`config.mk`:
```
export PLATFORM = sky130hd
export DESIGN_NAME = device_regs_param
export DESIGN_NICKNAME = d
export VERILOG_FILES = /design/src/rtl/device_regs_param.sv
export SDC_FILE = /design/constraint.sdc
export NUM_CORES = 1
export LEC_CHECK = 0
export ABC_AREA = 1
export CAP_MARGIN = 20
export CORE_ASPECT_RATIO = 1.25
export CORE_UTILIZATION = 45
export CTS_BUF_LIST = sky130_fd_sc_hd__clkbuf_8 sky130_fd_sc_hd__clkbuf_16
export DETAILED_ROUTE_END_ITERATION = 12
export PLACE_DENSITY = 0.88
export REMOVE_ABC_BUFFERS = 1
export SLEW_MARGIN = 15
export SYNTH_ARGS = -nofsm -noshare
export SYNTH_HDL_FRONTEND = slang
export SYNTH_SLANG_ARGS = --single-unit
```
`constraint.sdc`:
```
create_clock -name clk -period 2.1 [get_ports clk]
set_input_delay 0.63 -clock clk [delete_from_list [all_inputs] [get_ports clk]]
set_output_delay 0.63 -clock clk [all_outputs]
set_load 0.02 [all_outputs]
```
`src/rtl/device_regs_param.sv`:
```
// Parametrised device register bank: NUM_REGS x DATA_W registers, write protection,
// error pulse, registered reads. Optional shadow/commit staging under DEVICE_REGS_SHADOW_EN.
module device_regs_param #(
  parameter int                   DATA_W    = 8,
  parameter int                   NUM_REGS  = 4,
  parameter int                   ADDR_W    = 4,
  parameter logic [NUM_REGS-1:0]  WR_MASK   = {NUM_REGS{1'b1}},
  parameter logic [DATA_W-1:0]    RESET_VAL = '0
) (
  input  logic                       clk,
  input  logic                       reset,
`ifdef DEVICE_REGS_SHADOW_EN
  input  logic                       commit,
`endif
  input  logic [ADDR_W-1:0]          address,
  input  logic                       write_en,
  input  logic [DATA_W-1:0]          data_in,
  input  logic                       read_en,
  output logic [DATA_W-1:0]          read_data,
  output logic                       read_valid,
  output logic                       err,
  output logic [NUM_REGS*DATA_W-1:0] regs_flat
);

  localparam int              AW1        = ADDR_W + 1;
  localparam logic [ADDR_W:0] NUM_REGS_W = AW1'(NUM_REGS);

  logic [DATA_W-1:0]   active_q [NUM_REGS];
  logic [DATA_W-1:0]   rd_mux;
  logic [NUM_REGS-1:0] wr_hit;
  logic                sel_writable;
  logic                in_range;
  logic                wr_err;
  logic                rd_err;

  // Full-width compare: addresses beyond NUM_REGS never alias onto a real register.
  assign in_range = ({1'b0, address} < NUM_REGS_W);

  // NOTE: every signal driven here gets a default first so no path leaves it unassigned (no latch).
  always_comb begin
    sel_writable = 1'b0;
    rd_mux       = '0;
    wr_hit       = '0;
    for (int i = 0; i < NUM_REGS; i++) begin
      if ({1'b0, address} == AW1'(i)) begin
        sel_writable = WR_MASK[i];
        rd_mux       = active_q[i];
        wr_hit[i]    = write_en & WR_MASK[i];
      end
    end
  end

  // sel_writable is 0 for out-of-range addresses, so this also covers range errors.
  assign wr_err = write_en & ~sel_writable;
  assign rd_err = read_en & ~in_range;

`ifdef DEVICE_REGS_SHADOW_EN
  logic [DATA_W-1:0] shadow_q [NUM_REGS];

  // NOTE: the register array is small control state and must come up at RESET_VAL, so it is reset.
  always_ff @(posedge clk or posedge reset) begin
    if (reset) begin
      for (int i = 0; i < NUM_REGS; i++) begin
        shadow_q[i] <= RESET_VAL;
        active_q[i] <= RESET_VAL;
      end
    end else begin
      for (int i = 0; i < NUM_REGS; i++) begin
        if (wr_hit[i]) shadow_q[i] <= data_in;
        // Commit picks up the shadow as it stood before this edge's write.
        if (commit)    active_q[i] <= shadow_q[i];
      end
    end
  end
`else
  // NOTE: the register array is small control state and must come up at RESET_VAL, so it is reset.
  always_ff @(posedge clk or posedge reset) begin
    if (reset) begin
      for (int i = 0; i < NUM_REGS; i++) active_q[i] <= RESET_VAL;
    end else begin
      for (int i = 0; i < NUM_REGS; i++) begin
        if (wr_hit[i]) active_q[i] <= data_in;
      end
    end
  end
`endif

  // NOTE: non-blocking assignments here let a same-edge read see the pre-write register value.
  always_ff @(posedge clk or posedge reset) begin
    if (reset) begin
      read_data  <= '0;
      read_valid <= 1'b0;
      err        <= 1'b0;
    end else begin
      if (read_en) read_data <= rd_mux;
      read_valid <= read_en;
      err        <= wr_err | rd_err;
    end
  end

  for (genvar g = 0; g < NUM_REGS; g++) begin : g_flat
    assign regs_flat[g*DATA_W +: DATA_W] = active_q[g];
  end

endmodule

```
==> results of run 1 <==
stage by stage:
stage	instance area, sq um	setup slack, ns	power (mW)	util (%)
4_1_cts	2709	0.1511	2.373	65.57
3_3_place_gp	2618	0.05906	1.830	63.36
2_1_floorplan	1877	0.4956	1.439	-
3_5_place_dp	2618	0.01119	1.851	63.36
5_1_grt	2709	0.1068	2.477	65.57
6_report	2709	0.1603	2.358	65.57
worst max-delay path by stage:
stage	depth (start not counted)	end	start
after global routing	1	regs_flat[26]	regs_flat[26]$_DFFE_PP0P_
after CTS	1	regs_flat[26]	regs_flat[26]$_DFFE_PP0P_
after global placement	6	regs_flat[14]$_DFFE_PP0P_	address[0]
after detailed placement	6	regs_flat[8]$_DFFE_PP0P_	address[0]
after floorplan	1	err$_DFF_PP0_	reset
final	1	regs_flat[27]	regs_flat[27]$_DFFE_PP0P_
state kept, by name, summed over array words and instances (netlist names):
name and cells:
err 1, read_valid 1, read_data 8, regs_flat 32
report_power, final:
group          total [mW]  leakage [nW]  switching (mW)  internal (mW)
Clock               0.526        0.0524           0.265          0.260
Combinational       0.764         0.658           0.396          0.368
Sequential           1.07         0.529           0.119          0.949
Total                2.36          1.24           0.780           1.58
cells by family after synthesis:
logic type      count (synthesis)
compound gates                 32
buf+inv                        21
flops                          42
simple gates                  115
cells in the final DEF, fill, tap and decap left out, types with 3 or more instances in the layout:
cell / count
sky130_fd_sc_hd__buf_4: 8
sky130_fd_sc_hd__clkbuf_8: 6
sky130_fd_sc_hd__clkdlybuf4s50_1: 57
sky130_fd_sc_hd__dfrtp_1: 42
sky130_fd_sc_hd__inv_1: 11
sky130_fd_sc_hd__nand2_1: 39
sky130_fd_sc_hd__nand3_1: 40
sky130_fd_sc_hd__nand3_4: 3
sky130_fd_sc_hd__nor2_1: 26
sky130_fd_sc_hd__o21ai_1: 18
sky130_fd_sc_hd__o21ai_2: 14
per-layer routing:
layer / global-route usage, % / routed length [microns] / vias up
met5: 0 / 0 / -
met4: 7.323 / 64 / 0
met3: 7.301 / 384 / 8
met2: 37.24 / 2350 / 78
met1: 28.62 / 1888 / 789
li1: - / - / 825
cell type report:
class                   instances  area, sq um
fillers                       358         1423
flip-flops and latches         42         1051
inverters                      12        45.04
multi-input cells             147        780.7
well taps                      56        70.07
clock inverters                 2        8.758
repair buffers                 67        670.6
clock buffers                   6        82.58
==> summary.md, run 1 <==
| Metric | Value |
|---|---|
| Outcome | complete, no violations |
| Synth Area in Adders | 0% |
| Cell type contributing the most total cell area after synthesis | sky130_fd_sc_hd__dfrtp_1 |
| Capture point of the worst reg-to-reg path | read_data[5]$_DFFE_PP0P_ |
| Number of placed I/O pins | slightly below 60 |
| Diode count | 0 |
| Fraction of synthesis flops using an asynchronous set or reset pin | 100.0% |
| Netlist cell types | 18 |
| Final #Nets | 291 |
| Post-synthesis xor/xnor area fraction | 0% |
| Worst Max-Slew Pin Slew | 0.3748 ns |
| Number of antenna violations at the first check in global routing | 0 |
| Die X | around 61 microns |
| Dominant cell by count in the synthesized netlist | sky130_fd_sc_hd__dfrtp_1 |
| Post-CTS setup-driven buffer insertion count | 0 |
| Mux share of post-synthesis cell area | 0% |
| Layout Cells excl Fill | between 300 and 400 |
| Via-to-Cell Ratio | 5.120 |
| Proportion of netlist area held by the largest area contributor | 53.95% |
| DRC violation count after routing | 0 |
| DRT antenna net count | 0 |
| Synthesized cell area | about 0.002 sq mm |
| Synth warn | 0 |
| Post-DR wirelength/cell | roughly 14 microns |
| Overall routing resource usage | 22.76% |
| Average size of a mapped cell | 9.277 sq um |
| Number of search-and-repair iterations in the first detailed-routing pass | 4 |
| # clock sinks | 42 |
| Height of the die | ~76 microns |
| Register area share after synthesis | a little over half |
| Cell types with the largest area share after synthesis | sky130_fd_sc_hd__dfrtp_1 54%, sky130_fd_sc_hd__nand3_1 10%, sky130_fd_sc_hd__nand2_1 7.5% |
| Total overflow reported by the global router | 0 |
| Setup skew after layout | approximately 0.0055 ns |
| Cell breakdown of the critical path | clkdlybuf4s50_1 |
| Number of register bits inferred by synthesis | 42 |
| Critical path's largest stage delay | around 0.63 ns |
| Synth cell count leaders | 42 x sky130_fd_sc_hd__dfrtp_1, 40 x sky130_fd_sc_hd__nand3_1, 39 x sky130_fd_sc_hd__nand2_1, 26 x sky130_fd_sc_hd__nor2_1, 18 x sky130_fd_sc_hd__o21ai_1 |
| Maximum number of pins on one net before global-route repair | between 40 and 50 |
| R2r setup slk | between 1 and 1.5 ns |
| Overall via count from detail_route | 1700 |
| Core footprint | 0.004131 sq mm |
| Pwr per Cell Area | roughly 870 mW/mm^2 |
| Path type of the worst min-delay path | flip-flop to flip-flop |
| Post-cts gate resize count | 0 |
| Iteration-0 DRC Markers | between 60 and 70 |
| Worst slew margin relative to its limit | about three quarters |
| Top Family by Delay on Critical Path | buffers and inverters |
| Worst skew pair latency | between 0.2 and 0.3 ns |
| Vias in the first global route | approximately 1600 |
| Final Hold Vio Count | 0 |
| Flip-flop cell with the highest count after synthesis | sky130_fd_sc_hd__dfrtp_1 |
| Hold buffer count at CTS | 0 |
| Slowest-stage cell, CP | sky130_fd_sc_hd__clkdlybuf4s50_1 |
| Final count of pins violating max slew | 0 |
| Final Setup Violations | 0 |
| Global-route wire length before repair | between 7 and 8 mm |
| I/O Buffers | 57 |
| Simple-Gate Fraction of Synth Area | a little under 30% |
| Critical path data arrival time | ~1.3 ns |
| Total half-perimeter wirelength after legalization and detailed placement | 3.264 mm |
| Sum Neg Setup Slack | 0 ns |
| Layout cell share with drive strength beyond 1 | 15.58% |
| Number of instances on the worst hold path | 2 |
| Growth of design area from synthesis to finish | 39.05% |
| Max-cap violation count | 0 |
| Clock tree from TritonCTS | done |
| Dominant combinational cell family by area after synthesis | simple AND/OR/NAND/NOR gates |
| Final worst path period share | 92.37% |
| Leakage | between 1 and 1.5 nW |
| Cell at the root of the clock tree | sky130_fd_sc_hd__clkbuf_8 |
| Overall die area | 0.004598 sq mm |
| Cell row count | 26 |
| Number of buffers and inverters on the critical path | 1 |
| Clock buffer count from CTS | 5 |
| Total Wirelength | between 4 and 5 mm |
| Worst-path maximum fanout | 3 |
| Mapped Cells | between 200 and 250 |
| Capturing element type of the critical path | output pin |
| Clock period minus final worst setup slack | between 1.5 and 2 ns |
| CP Data Required Time | about 1.5 ns |
| Effective utilization at floorplan | 47.15% |
| Maximum level of the CTS H-tree | 2 |
| Area fraction in compound gates after synthesis | a little over a tenth |
| Weighted congestion at the end of routability-driven global placement | 0.7879 |
| Critical path class | flip-flop to output pin |
| Fmax achieved | 0.5155 GHz |
| Peak VDD IR | between 0.6 and 0.7 mV |
| Critical Path Source Type | flip-flop |
| Final hold slack | 0.5088 ns |
| Critical R2R Launch | regs_flat[29]$_DFFE_PP0P_ |
| Placed insts | ~320 |
| Number of synthesized flops with an enable pin | 0 |
| Setup repair after global routing missed its margin | false |
| Count of cells along the worst register-to-register path | 4 |
| Worst Hold End | read_data[4]$_DFFE_PP0P_ |
| Clock tree buffer depth | 2 |
| Clock-pin slew reported for the worst setup and hold paths after clock tree synthesis | about 0.08 ns |
| Hold wc startpoint | read_data[4]$_DFFE_PP0P_ |
Power figures use the tool's default switching activity.
==> run 2: changes to the inputs <==
CORE_UTILIZATION = 50   (was 45)
PLACE_DENSITY = 0.95   (was 0.88)
==> summary.md, run 2 (same netlist as run 1, synthesis figures left out) <==
| Metric | Value |
|---|---|
| Most used cells in the layout excluding fill and tap cells | 57 x sky130_fd_sc_hd__clkdlybuf4s50_1, 42 x sky130_fd_sc_hd__dfrtp_1, 40 x sky130_fd_sc_hd__nand3_1 (unchanged) |
| Met1 track utilization from global routing | 29.55% (was 28.62%) |
| Post-CTS setup-driven buffer insertion count | 0 (unchanged) |
| Most common library cell in the layout ignoring fill and taps | sky130_fd_sc_hd__clkdlybuf4s50_1 (unchanged) |
| Count of cells along the worst register-to-register path | 4 (unchanged) |
| Placed insts | 307 (was 324) |
| Overall via count from detail_route | 1702 (was 1700) |
| Clock tree buffer depth | 2 (unchanged) |
| Number of gates on the worst path with buffers counted | 1 (unchanged) |
| Weighted congestion at the end of routability-driven global placement | 0.7652 (was 0.7879) |
| Final worst path period share | 92.65% (was 92.37%) |
| Cell at the root of the clock tree | sky130_fd_sc_hd__clkbuf_8 (unchanged) |
| Critical Path Source Type | flip-flop (unchanged) |
| Cell row count | 25 (was 26) |
| Diode count | 0 (unchanged) |
| Hold buffer count at CTS | 0 (unchanged) |
| GR Layer Usage met2 | 37.29% (was 37.24%) |
| Number of search-and-repair iterations in the first detailed-routing pass | 9 (was 4) |
| Via-to-Cell Ratio | 5.438 (was 5.120) |
| Total half-perimeter wirelength after legalization and detailed placement | 3.089 mm (was 3.264 mm) |
| Total overflow reported by the global router | 0 (unchanged) |
| Top Family by Delay on Critical Path | buffers and inverters (unchanged) |
| Layout cell share with drive strength beyond 1 | 15.02% (was 15.58%) |
| Overall routing resource usage | 22.79% (was 22.76%) |
| Global-route wire length before repair | 7.217 mm (was 7.410 mm) |
| Post-DR wirelength/cell | 14.37 microns (was 14.12 microns) |
| Maximum number of pins on one net before global-route repair | 43 (unchanged) |
| Number of antenna violations at the first check in global routing | 0 (unchanged) |
| Clock buffer count from CTS | 5 (unchanged) |
| Final count of pins violating max slew | 0 (unchanged) |
| Setup repair after global routing missed its margin | false (unchanged) |
| Max-cap violation count | 0 (unchanged) |
| R2r setup slk | 1.23 ns (was 1.24 ns) |
| Total Wirelength | 4.499 mm (was 4.687 mm) |
| Cell breakdown of the critical path | clkdlybuf4s50_1 (unchanged) |
| Die X | 57.83 microns (was 60.85 microns) |
| Critical path class | flip-flop to output pin (unchanged) |
| Number of placed I/O pins | 58 (unchanged) |
| Worst skew pair latency | 0.29 ns (about the same) |
| Worst setup startpoint | regs_flat[11]$_DFFE_PP0P_ (was regs_flat[27]$_DFFE_PP0P_) |
| Number of buffers and inverters on the critical path | 1 (unchanged) |
| Critical R2R Launch | regs_flat[28]$_DFFE_PP0P_ (was regs_flat[29]$_DFFE_PP0P_) |
| Violations in the final reports | design-rule violations |
| Effective utilization at floorplan | 51.90% (was 47.15%) |
| Met3 demand-to-capacity share in global routing | 4.513% (was 7.301%) |
| I/O Buffers | 57 (unchanged) |
| DRT antenna net count | 0 (unchanged) |
| Endpoint of the worst setup timing path | regs_flat[11] (was regs_flat[27]) |
| Global routing's busiest layer | met2 (unchanged) |
| Post-cts gate resize count | 0 (unchanged) |
| Peak VDD IR | 0.5823 mV (was 0.6272 mV) |
| Final Setup Violations | 0 (unchanged) |
| Core footprint | 0.003754 sq mm (was 0.004131 sq mm) |
| Final hold slack | 0.5061 ns (was 0.5088 ns) |
| Final #Nets | 290 (was 291) |
| Worst slew margin relative to its limit | 65.77% (was 74.93%) |
| DRC violation count after routing | 3 (was 0) |
| Critical path data arrival time | 1.32 ns (was 1.31 ns) |
| Capturing element type of the critical path | output pin (unchanged) |
| Slowest-stage cell, CP | sky130_fd_sc_hd__clkdlybuf4s50_1 (unchanged) |
| Clock-pin slew reported for the worst setup and hold paths after clock tree synthesis | 0.07 ns (was 0.08 ns) |
| Worst Max-Slew Pin Slew | 0.5135 ns (was 0.3748 ns) |
| Clock tree from TritonCTS | done (unchanged) |
| Height of the die | 71.79 microns (was 75.56 microns) |
| Critical path's largest stage delay | 0.62 ns (was 0.63 ns) |
| Maximum level of the CTS H-tree | 2 (unchanged) |
| # clock sinks | 42 (unchanged) |
| Capture point of the worst reg-to-reg path | read_data[4]$_DFFE_PP0P_ (was read_data[5]$_DFFE_PP0P_) |
| Outcome | complete, but fails checks (was complete, no violations) |
| Setup skew after layout | 0.003565 ns (was 0.005462 ns) |
| Worst slack at placement | -0.03478 ns (was 0.01119 ns) |
| Leakage | 1.216 nW (was 1.239 nW) |
| CP Data Required Time | 1.47 ns (about the same) |
| Pwr per Cell Area | 880.3 mW/mm^2 (was 870.5 mW/mm^2) |
| Vias in the first global route | 1571 (was 1551) |
| Final Hold Vio Count | 0 (unchanged) |
| Path type of the worst min-delay path | flip-flop to flip-flop (unchanged) |
| Growth of design area from synthesis to finish | 35.90% (was 39.05%) |
| Fmax achieved | 0.5139 GHz (was 0.5155 GHz) |
| Clock period minus final worst setup slack | 1.946 ns (was 1.940 ns) |
| Worst Setup Slack, final | 0.1543 ns (was 0.1603 ns) |
| Worst-path maximum fanout | 3 (unchanged) |
| Layout Cells excl Fill | 313 (was 332) |
| Iteration-0 DRC Markers | 76 (was 63) |
| Overall die area | 0.004152 sq mm (was 0.004598 sq mm) |
| Number of flip-flops in the largest register | 32 (unchanged) |
[run 2: area by class of cell]
class	instances	area, sq um
sequential	42	1051
tap	40	50.05
inverter	12	45.04
clock buffer	6	82.58
timing repair buffer	66	638.1
fill	292	1106
multi-input combinational	147	780.7
[run 2: metrics by stage]
stage / total power [mW] / TNS, ns / area (sq um) / util [%]
after detailed placement: 1.842 / -0.1244 / 2565 / 68.33
after CTS: 2.345 / 0 / 2648 / 70.53
after global routing: 2.438 / 0 / 2648 / 70.53
after floorplan: 1.439 / 0 / 1877 / -
after global placement: 1.820 / -0.01156 / 2565 / 68.33
final: 2.331 / 0 / 2648 / 70.53
[run 2: worst min path at each step]
stage | start | to | slack [ns] | cells after the start
after floorplan | read_data[1]$_DFFE_PP0P_ | read_data[1]$_DFFE_PP0P_ | 0.60 | 2
after global placement | read_data[1]$_DFFE_PP0P_ | read_data[1]$_DFFE_PP0P_ | 0.49 | 2
after detailed placement | read_data[1]$_DFFE_PP0P_ | read_data[1]$_DFFE_PP0P_ | 0.49 | 2
after CTS | read_data[1]$_DFFE_PP0P_ | read_data[1]$_DFFE_PP0P_ | 0.51 | 2
after global routing | read_data[3]$_DFFE_PP0P_ | read_data[3]$_DFFE_PP0P_ | 0.53 | 2
final | read_data[1]$_DFFE_PP0P_ | read_data[1]$_DFFE_PP0P_ | 0.51 | 2
[run 2: where the power goes]
part           switching (mW)  total [mW]  leakage (nW)  internal [mW]
clock                   0.249       0.503        0.0431          0.253
combinational           0.395       0.757         0.644          0.361
sequential              0.121        1.07         0.529          0.950
total                   0.766        2.33          1.22           1.56
[run 2: metal layers]
metal | routed length, microns | share of wire (%) | up-vias
li1 | - | - | 817
met4 | 63 | 1.4 | 0
met1 | 1869 | 42 | 804
met3 | 321 | 7.1 | 7
met5 | 0 | 0 | -
met2 | 2244 | 50 | 74
